### config.mk
export PLATFORM = sky130hd
export DESIGN_NAME = user_entry
export DESIGN_NICKNAME = d
export VERILOG_FILES = /design/src/rtl/game_pkg.sv /design/src/rtl/btn_debounce.sv /design/src/rtl/user_entry.sv
export SDC_FILE = /design/constraint.sdc
export NUM_CORES = 1
export LEC_CHECK = 0
export BUFFER_PORTS_ARGS = -buffer_cell sky130_fd_sc_hd__buf_4
export CAP_MARGIN = 0
export CORE_AREA = 4 4 62 64
export DETAILED_ROUTE_END_ITERATION = 7
export DIE_AREA = 0 0 66 68
export PLACE_DENSITY = 0.77
export SETUP_SLACK_MARGIN = 0.05
export SYNTH_ARGS = -nofsm -noshare
export SYNTH_HDL_FRONTEND = slang
export SYNTH_SLANG_ARGS = --single-unit
### constraint.sdc
create_clock -name clk -period 1.4 [get_ports clk]
set_clock_uncertainty 0.1 [all_clocks]
set_input_delay 0.28 -clock clk [delete_from_list [all_inputs] [get_ports clk]]
set_output_delay 0.28 -clock clk [all_outputs]
set_load 0.05 [all_outputs]
### src/rtl/game_pkg.sv
// Shared definitions for the memory-game entry path: entry FSM encoding and digit sizing.
package game_pkg;

    typedef enum logic [1:0] {
        ST_IDLE  = 2'd0,
        ST_ENTRY = 2'd1,
        ST_DONE  = 2'd2
    } entry_state_e;

    localparam int NUM_DIGITS_DEF = 4;
    localparam int DIGIT_W        = 4;

    // Index of each button inside the debouncer array.
    localparam int BTN_ENTER = 0;
    localparam int BTN_CLEAR = 1;
    localparam int NUM_BTNS  = 2;

endpackage

### src/rtl/btn_debounce.sv
// Synchronises a raw push-button, debounces it on sampleTick and emits a one-clk press pulse.
module btn_debounce #(
    parameter int DEBOUNCE_TICKS = 4
) (
    input  logic clk,
    input  logic rst,
    input  logic sampleTick,
    input  logic raw,
    output logic level,
    output logic press
);

    localparam int CW = $clog2(DEBOUNCE_TICKS + 1);

    logic [1:0]    sync_q;
    logic [1:0]    vld_q;
    logic          level_q, level_d;
    logic [CW-1:0] cnt_q, cnt_d;
    logic          armed_q, armed_d;
    logic          press_q, press_d;
    logic          synced;

    assign synced = sync_q[1];

    always_ff @(posedge clk or posedge rst) begin
        if (rst) begin
            sync_q  <= '0;
            vld_q   <= '0;
            level_q <= 1'b0;
            cnt_q   <= '0;
            armed_q <= 1'b0;
            press_q <= 1'b0;
        end else begin
            sync_q  <= {sync_q[0], raw};
            vld_q   <= {vld_q[0], 1'b1};
            level_q <= level_d;
            cnt_q   <= cnt_d;
            armed_q <= armed_d;
            press_q <= press_d;
        end
    end

    // A button held through reset must be seen released once before it may produce a press.
    always_comb begin
        level_d = level_q;
        cnt_d   = cnt_q;
        armed_d = armed_q;
        press_d = 1'b0;
        if (sampleTick) begin
            if (vld_q[1] && !synced) begin
                armed_d = 1'b1;
            end
            if (synced != level_q) begin
                if (cnt_q == CW'(DEBOUNCE_TICKS - 1)) begin
                    level_d = ~level_q;
                    cnt_d   = '0;
                    press_d = ~level_q & armed_q;
                end else begin
                    cnt_d = cnt_q + CW'(1);
                end
            end else begin
                cnt_d = '0;
            end
        end
    end

    assign level = level_q;
    assign press = press_q;

endmodule

### src/rtl/user_entry.sv
// Collects a NUM_DIGITS hex guess from switches, one digit per debounced Enter press.
module user_entry
    import game_pkg::*;
#(
    parameter int DEBOUNCE_TICKS = 4,
    parameter int NUM_DIGITS     = NUM_DIGITS_DEF
) (
    input  logic                              clk,
    input  logic                              rst,
    input  logic                              sampleTick,
    input  logic                              entryEnable,
    input  logic [DIGIT_W-1:0]                sw,
    input  logic                              btnEnter,
    input  logic                              btnClear,
    output logic [DIGIT_W*NUM_DIGITS-1:0]     userInt,
    output logic                              inputReady,
    output logic [$clog2(NUM_DIGITS+1)-1:0]   digitCount,
    output logic                              entryActive
);

    localparam int UW = DIGIT_W * NUM_DIGITS;
    localparam int CW = $clog2(NUM_DIGITS + 1);

    logic [NUM_BTNS-1:0] btn_raw;
    logic [NUM_BTNS-1:0] btn_level;
    logic [NUM_BTNS-1:0] btn_press;

    assign btn_raw[BTN_ENTER] = btnEnter;
    assign btn_raw[BTN_CLEAR] = btnClear;

    generate
        for (genvar gi = 0; gi < NUM_BTNS; gi++) begin : g_btn
            btn_debounce #(
                .DEBOUNCE_TICKS(DEBOUNCE_TICKS)
            ) u_btn (
                .clk        (clk),
                .rst        (rst),
                .sampleTick (sampleTick),
                .raw        (btn_raw[gi]),
                .level      (btn_level[gi]),
                .press      (btn_press[gi])
            );
        end
    endgenerate

    entry_state_e  state_q, state_d;
    logic [UW-1:0] user_q, user_d;
    logic [CW-1:0] cnt_q, cnt_d;
    logic          enter_press, clear_press;
    logic          unused_level;

    assign enter_press  = btn_press[BTN_ENTER];
    assign clear_press  = btn_press[BTN_CLEAR];
    assign unused_level = ^btn_level;

    always_ff @(posedge clk or posedge rst) begin
        if (rst) begin
            state_q <= ST_IDLE;
            user_q  <= '0;
            cnt_q   <= '0;
        end else begin
            state_q <= state_d;
            user_q  <= user_d;
            cnt_q   <= cnt_d;
        end
    end

    // Priority: entryEnable low beats Clear, Clear beats Enter.
    always_comb begin
        state_d = state_q;
        user_d  = user_q;
        cnt_d   = cnt_q;
        if (!entryEnable) begin
            state_d = ST_IDLE;
            user_d  = '0;
            cnt_d   = '0;
        end else if (clear_press) begin
            state_d = ST_ENTRY;
            user_d  = '0;
            cnt_d   = '0;
        end else begin
            case (state_q)
                ST_IDLE: begin
                    state_d = ST_ENTRY;
                    user_d  = '0;
                    cnt_d   = '0;
                end
                ST_ENTRY: begin
                    if (enter_press) begin
                        user_d = {user_q[UW-DIGIT_W-1:0], sw};
                        cnt_d  = cnt_q + CW'(1);
                        if (cnt_q == CW'(NUM_DIGITS - 1)) begin
                            state_d = ST_DONE;
                        end
                    end
                end
                ST_DONE: begin
                end
                default: begin
                    state_d = ST_IDLE;
                    user_d  = '0;
                    cnt_d   = '0;
                end
            endcase
        end
    end

    assign userInt     = user_q;
    assign digitCount  = cnt_q;
    assign inputReady  = (state_q == ST_DONE);
    assign entryActive = (state_q == ST_ENTRY);

endmodule

# Yosys cells after proc, flatten, opt, wreduce, memory -nomap -nowiden
# Cells that the tools add are included.
[totals]
register_bits = 41
inputBits = 10
output_inout_bits = 21
elab_cells = 66
[classes]
addsub = 3
n_eq_ne = 10
n_mux = 23
n_bitwise = 4
n_reduce_logical = 11
[ops]
columns = ["op", "n"]
rows = [
  ["$mux W16", 3],
  ["$pmux W16 S2", 1],
  ["$mux W3", 7],
  ["$add A3 B1 Y3 const B", 3],
  ["$eq A3 B2 Y1 const B", 3],
  ["$reduce_and A3 Y1", 3],
  ["$mux W2", 4],
  ["$ne A4 B2 Y1 const B", 2],
  ["$mux W1", 6],
  ["$pmux W2 S3", 1],
  ["$pmux W3 S2", 1],
  ["$reduce_and A2 Y1", 3],
  ["$ne A3 B2 Y1 const B", 1],
  ["$and A1 B1 Y1", 2],
  ["$eq A2 B1 Y1 const B", 1],
  ["$eq A2 B2 Y1 const B", 1],
  ["$logic_and A1 B1 Y1", 2],
  ["$logic_not A1 Y1", 2],
  ["$logic_not A2 Y1", 1],
  ["$ne A1 B1 Y1", 2],
  ["$not A1 Y1", 2],
]

# Depth between registers and ports, before layout
[logic_depth]
word_depth = 6
depth_mapped = 5
mapped_depth_nobuf = 4

# By module
# Synthesis repeated with hierarchy kept, for this count alone.
[hier_totals]
hier_cells = 119
area_unflattened_um2 = 1612.8
[modules_own_cells]
columns = ["mod", "instances", "cells_each", "area_per_inst_um2", "seq_area_each_um2"]
rows = [
  ["user_entry", 1, 59, 849.6, 525.5],
  ["btn_debounce", 2, 30, 381.6, 250.2],
]

# Worst setup path before layout
# OpenSTA, ideal clock, no wires.
[synth_path]
path_kind = "register -> register"
start = "register state_q[1]"
end = "register cnt_q[1], in the netlist digitCount[1]"
setup_time_ns = 0.067
t_arrival_ns = 1.614
t_required_ns = 1.233
slack_ns = -0.382
stages_incl_launch_ff = 6
path_buffers = 2
synth_period_minus_slack_ns = 1.782
cell_sequence = "dfrtp_1 nor2b_2 and4b_1 buf_2 buf_2 a22o_1"
[synth_between]
elab_chain_len = 4
elab_cells_between_ends = 8
cone_classes = "eq/ne (4); mux (3); reduce/logical (1)"
[synth_rtl]
columns = ["item", "line", "text"]
rows = [
  ["from (decl)", "user_entry.sv:46", "entry_state_e state_q, state_d;"],
  ["from (signal assigned)", "user_entry.sv:62", "state_q <= state_d;"],
  ["$eq A2 B1 Y1 (*)", "--", ""],
  ["via entryActive", "user_entry.sv:18", "output logic entryActive"],
  ["$pmux W3 S2", "user_entry.sv:82", "case (state_q)"],
  ["$mux W3", "user_entry.sv:77", "end else if (clear_press) begin"],
  ["$mux W3", "user_entry.sv:73", "if (!entryEnable) begin"],
  ["to (signal assigned)", "user_entry.sv:64", "cnt_q <= cnt_d;"],
  ["to (decl)", "user_entry.sv:48", "logic [CW-1:0] cnt_q, cnt_d;"],
]
# The timed path passes the listed nets; every way through them passes the cells marked *.
# A chain may end at the register's enable or synchronous reset.

# Worst setup path in the final report
[layout_path]
start = "register state_q[0]"
end = "output port inputReady"
[layout_between]
elab_chain_len = 1
[layout_rtl]
columns = ["item", "line", "text"]
rows = [
  ["$eq A2 B2 Y1", "user_entry.sv:110", "assign inputReady = (state_q == ST_DONE);"],
  ["to (decl)", "user_entry.sv:16", "output logic inputReady,"],
]
# No other way between the ends.

==> insert_results.sql <==
INSERT INTO impl_metrics (metric_group, metric, value, unit) VALUES
('logic_synthesis', 'synth.ff_latch_count', '39', ''),
('global_route', 'grt_start_max_net_pins', '40', ''),
('route', 'route.detailed.wl_per_inst', '15.9', 'microns'),
('route', 'drt_iter0_drc', '82', ''),
('logic_synthesis', 'postSynthNetCount', '126', ''),
('floorplan', 'start_util', '46.2', '%'),
('worst_setup_path', 'critical_path_buf_inv_count', '2', ''),
('floorplan', 'die_y', '68', 'microns'),
('sta', 'period_share', '119', '%'),
('worst_setup_path', 'worst_r2r_path_depth', '5', ''),
('cells_and_area', 'layout_common_cells', 'dfrtp_1, buf_4, buf_6, a22o_1', ''),
('global_route', 'grt_first_pass_wirelength', '5630', 'microns'),
('pwr', 'p_leak', '1.18', 'nW'),
('global_route', 'grt.overflow.total', '0', ''),
('pwr', 'total_power', '0.00228', 'W'),
('cells_and_area', 'layout-area-overhead-vs-synth', '56.4', '%'),
('logic_synthesis', 'synth_enable_flop_cells', '0', ''),
('logic_synthesis', 'ys_warn_count', '0', ''),
('sta', 'rsz_0062_raised_after_global_routing', 'yes', ''),
('run', 'timing.max_cap.violations', '0', ''),
('worst_setup_path', 'reg2reg_slack', '-190', 'ps'),
('floorplan', 'fp-row-count', '21', ''),
('cts', 'clk_transition_reported_paths', '120', 'ps'),
('worst_setup_path', 'slowest_delay', '440', 'ps'),
('sta', 'whs', '27.9', 'ps'),
('worst_setup_path', 'start_kind', 'flip-flop', ''),
('logic_synthesis', 'primary_flip_flop_cell_chosen_by_synthesis_mapping', 'dfrtp_1', ''),
('pwr', 'power_density_cells', '961', 'nW/um^2'),
('sta', 'setup_tns', '-3690', 'ps'),
('run_status', 'outcome', 'finished with violations', ''),
('worst_setup_path', 'timing.critical_path.arrival', '1290', 'ps'),
('worst_hold_path', 'min_path_type', 'primary input to flip-flop', ''),
('cells_and_area', 'n_fill_cell', '207', ''),
('cells_and_area', 'layout.core_utilization', '72.2', '%'),
('worst_setup_path', 'crit_chain', 'or2b_4 -> clkinvlp_4 -> buf_8', ''),
('logic_synthesis', 'syn_avg_cell_area', '13.5', 'sq um'),
('placed_design', 'place_congestion', '0.694', ''),
('cells_and_area', 'nets', '194', ''),
('floorplan', 'core_region_area', '3280', 'sq um'),
('route', 'remaining_drc_errors', '0', ''),
('sta', 'min_period', '1670', 'ps'),
('logic_synthesis', 'sequential_fraction_of_the_synthesis_area', '64.4', '%'),
('cts', 'numClockSinks', '39', ''),
('global_route', 'first_global_vias', '1169', ''),
('floorplan', 'dieArea', '4490', 'sq um'),
('worst_setup_path', 'cp.depth', '3', ''),
('logic_synthesis', 'async_flop_share', '100', '%'),
('sta', 'postLayoutSetupSlackWorst', '-269', 'ps'),
('cells_and_area', 'antenna_cells_inserted', '0', ''),
('cts', 'max-clock-path-buffers', '2', ''),
('sta', 'final_max_slew_viol_count', '0', ''),
('cts', 'cts_tree', 'built', ''),
('route', 'vias', '1165', ''),
('floorplan', 'boundaryPins', '31', ''),
('worst_setup_path', 'critical-path-top-delay-family', 'flip-flops', ''),
('floorplan', 'die-width', '66', 'microns'),
('logic_synthesis', 'post_synth_instance_area', '1520', 'sq um'),
('worst_setup_path', 'critical_path.slowest_cell', 'dfrtp_1', ''),
('sta', 'setup-violations-final', '21', ''),
('logic_synthesis', 'synth_largest_area_cell', 'dfrtp_1', ''),
('worst_hold_path', 'cell_count_of_the_worst_hold_path', '2', ''),
('run_status', 'failed_checks', 'setup timing', ''),
('route', 'drt_first_pass_iters', '4', ''),
('logic_synthesis', 'synth_largest_type_area_fraction', '64.4', '%'),
('placed_design', 'dp_hpwl', '2080', 'microns'),
('global_route', 'grt.total_usage', '17.4', '%'),
('route', 'mean_number_of_vias_per_cell', '5.13', ''),
('worst_setup_path', 'critPathMaxFanout', '4', ''),
('placed_design', 'portBuffers', '30', ''),
('logic_synthesis', 'yosys.cell_types.count', '28', ''),
('cts', 'clk-insertion-delay-late', '360', 'ps');
## kinds of logic after synthesis
group | share of synthesized area [%]
AOI/OAI and AO/OA | 16.6
adders and majority gates | 3.30
buffers and inverters | 3.63
other | 0.247
and+or+nand+nor | 8.50
DFF | 64.4
muxes | 2.23
xor gates and xnor gates | 1.16
## layer usage
| metal | track usage [%] | part of all wire, % | vias up |
|---|---|---|---|
| met5 | 0 | 0 | - |
| met2 | 29.0 | 52 | 33 |
| met4 | 7.87 | 2.5 | 0 |
| li1 | - | - | 538 |
| met3 | 7.39 | 5.7 | 13 |
| met1 | 19.3 | 40 | 581 |
## registers in the layout, summed over array words and instances (netlist names)
| register | cells |
|---|---|
| g_btn.u_btn.armed_q | 2 |
| g_btn.u_btn.cnt_q | 6 |
| g_btn.u_btn.sync_q | 4 |
| userInt | 16 |
| g_btn.u_btn.vld_q | 2 |
| g_btn.u_btn.press | 2 |
| g_btn.u_btn.level | 2 |
| digitCount | 3 |
| state_q | 2 |
## final timing paths
check	start	end
worst max-delay path	state_q[0]	inputReady
worst min-delay path	sw[1]	userInt[1]
worst max register to register	state_q[0]	userInt[13]
worst min register to register	g_btn[0].u_btn.vld_q[0]	g_btn[0].u_btn.vld_q[1]
max in group asynchronous	rst	digitCount[1]
min in group asynchronous	rst	userInt[0]
## area by class of cell
| cell class | instances | area, sq um | area share, % |
|---|---|---|---|
| multi-input combinational | 61 | 553 | 23.3 |
| inverter | 8 | 33.8 | 1.42 |
| clock inverter | 3 | 20.0 | 0.844 |
| clock buffer | 5 | 37.5 | 1.58 |
| tap | 46 | 57.6 | 2.43 |
| timing repair buffer | 65 | 691 | 29.1 |
| sequential | 39 | 978 | 41.3 |
## worst reg2reg max path: cells and delay by family, from the launching register on
| kind | cells | cell delay [ps] |
|---|---|---|
| AOI/OAI and AO/OA | 2 | 330 |
| DFF | 1 | 420 |
| buffers and inverters | 2 | 270 |
| and+or+nand+nor | 1 | 420 |
## through the flow
stage,setup slack [ps],area (sq um),cells
3_5_place_dp,-40.0,1870,190
6_report,-269,2370,227
5_1_grt,-316,2370,227
2_1_floorplan,-104,1540,112
4_1_cts,-247,2230,216
3_3_place_gp,19.8,1870,190
## cell usage after synthesis, types with 2 or more instances
library cell  count
xnor2_1           2
o21ai_0           2
a22o_1           11
buf_2             2
dfrtp_1          39
ha_1              4
mux2_2            3
nand3_1           3
o22ai_1           4
nand2_1           5
and2_1            2
inv_1             8
nor3_1            2
nand2b_1          3
a22o_2            7
o21bai_1          2
nand3b_1          2
## power by group
part,total [W],internal (W),switching [W]
Combinational,0.000408,0.000210,0.000197
Sequential,0.00128,0.00122,0.0000661
Clock,0.000588,0.000191,0.000396
## repair_timing
action | in CTS | in global routing
pin swaps | 13 | 7
resized for setup | 25 | 17
hold buffers | 3 | 0
hold endpoints to repair | 41 | 0
setup endpoints to repair | 34 | 42
buffers inserted | 12 | 12
cloned | 3 | 0
(Power assumes the default switching activity.)
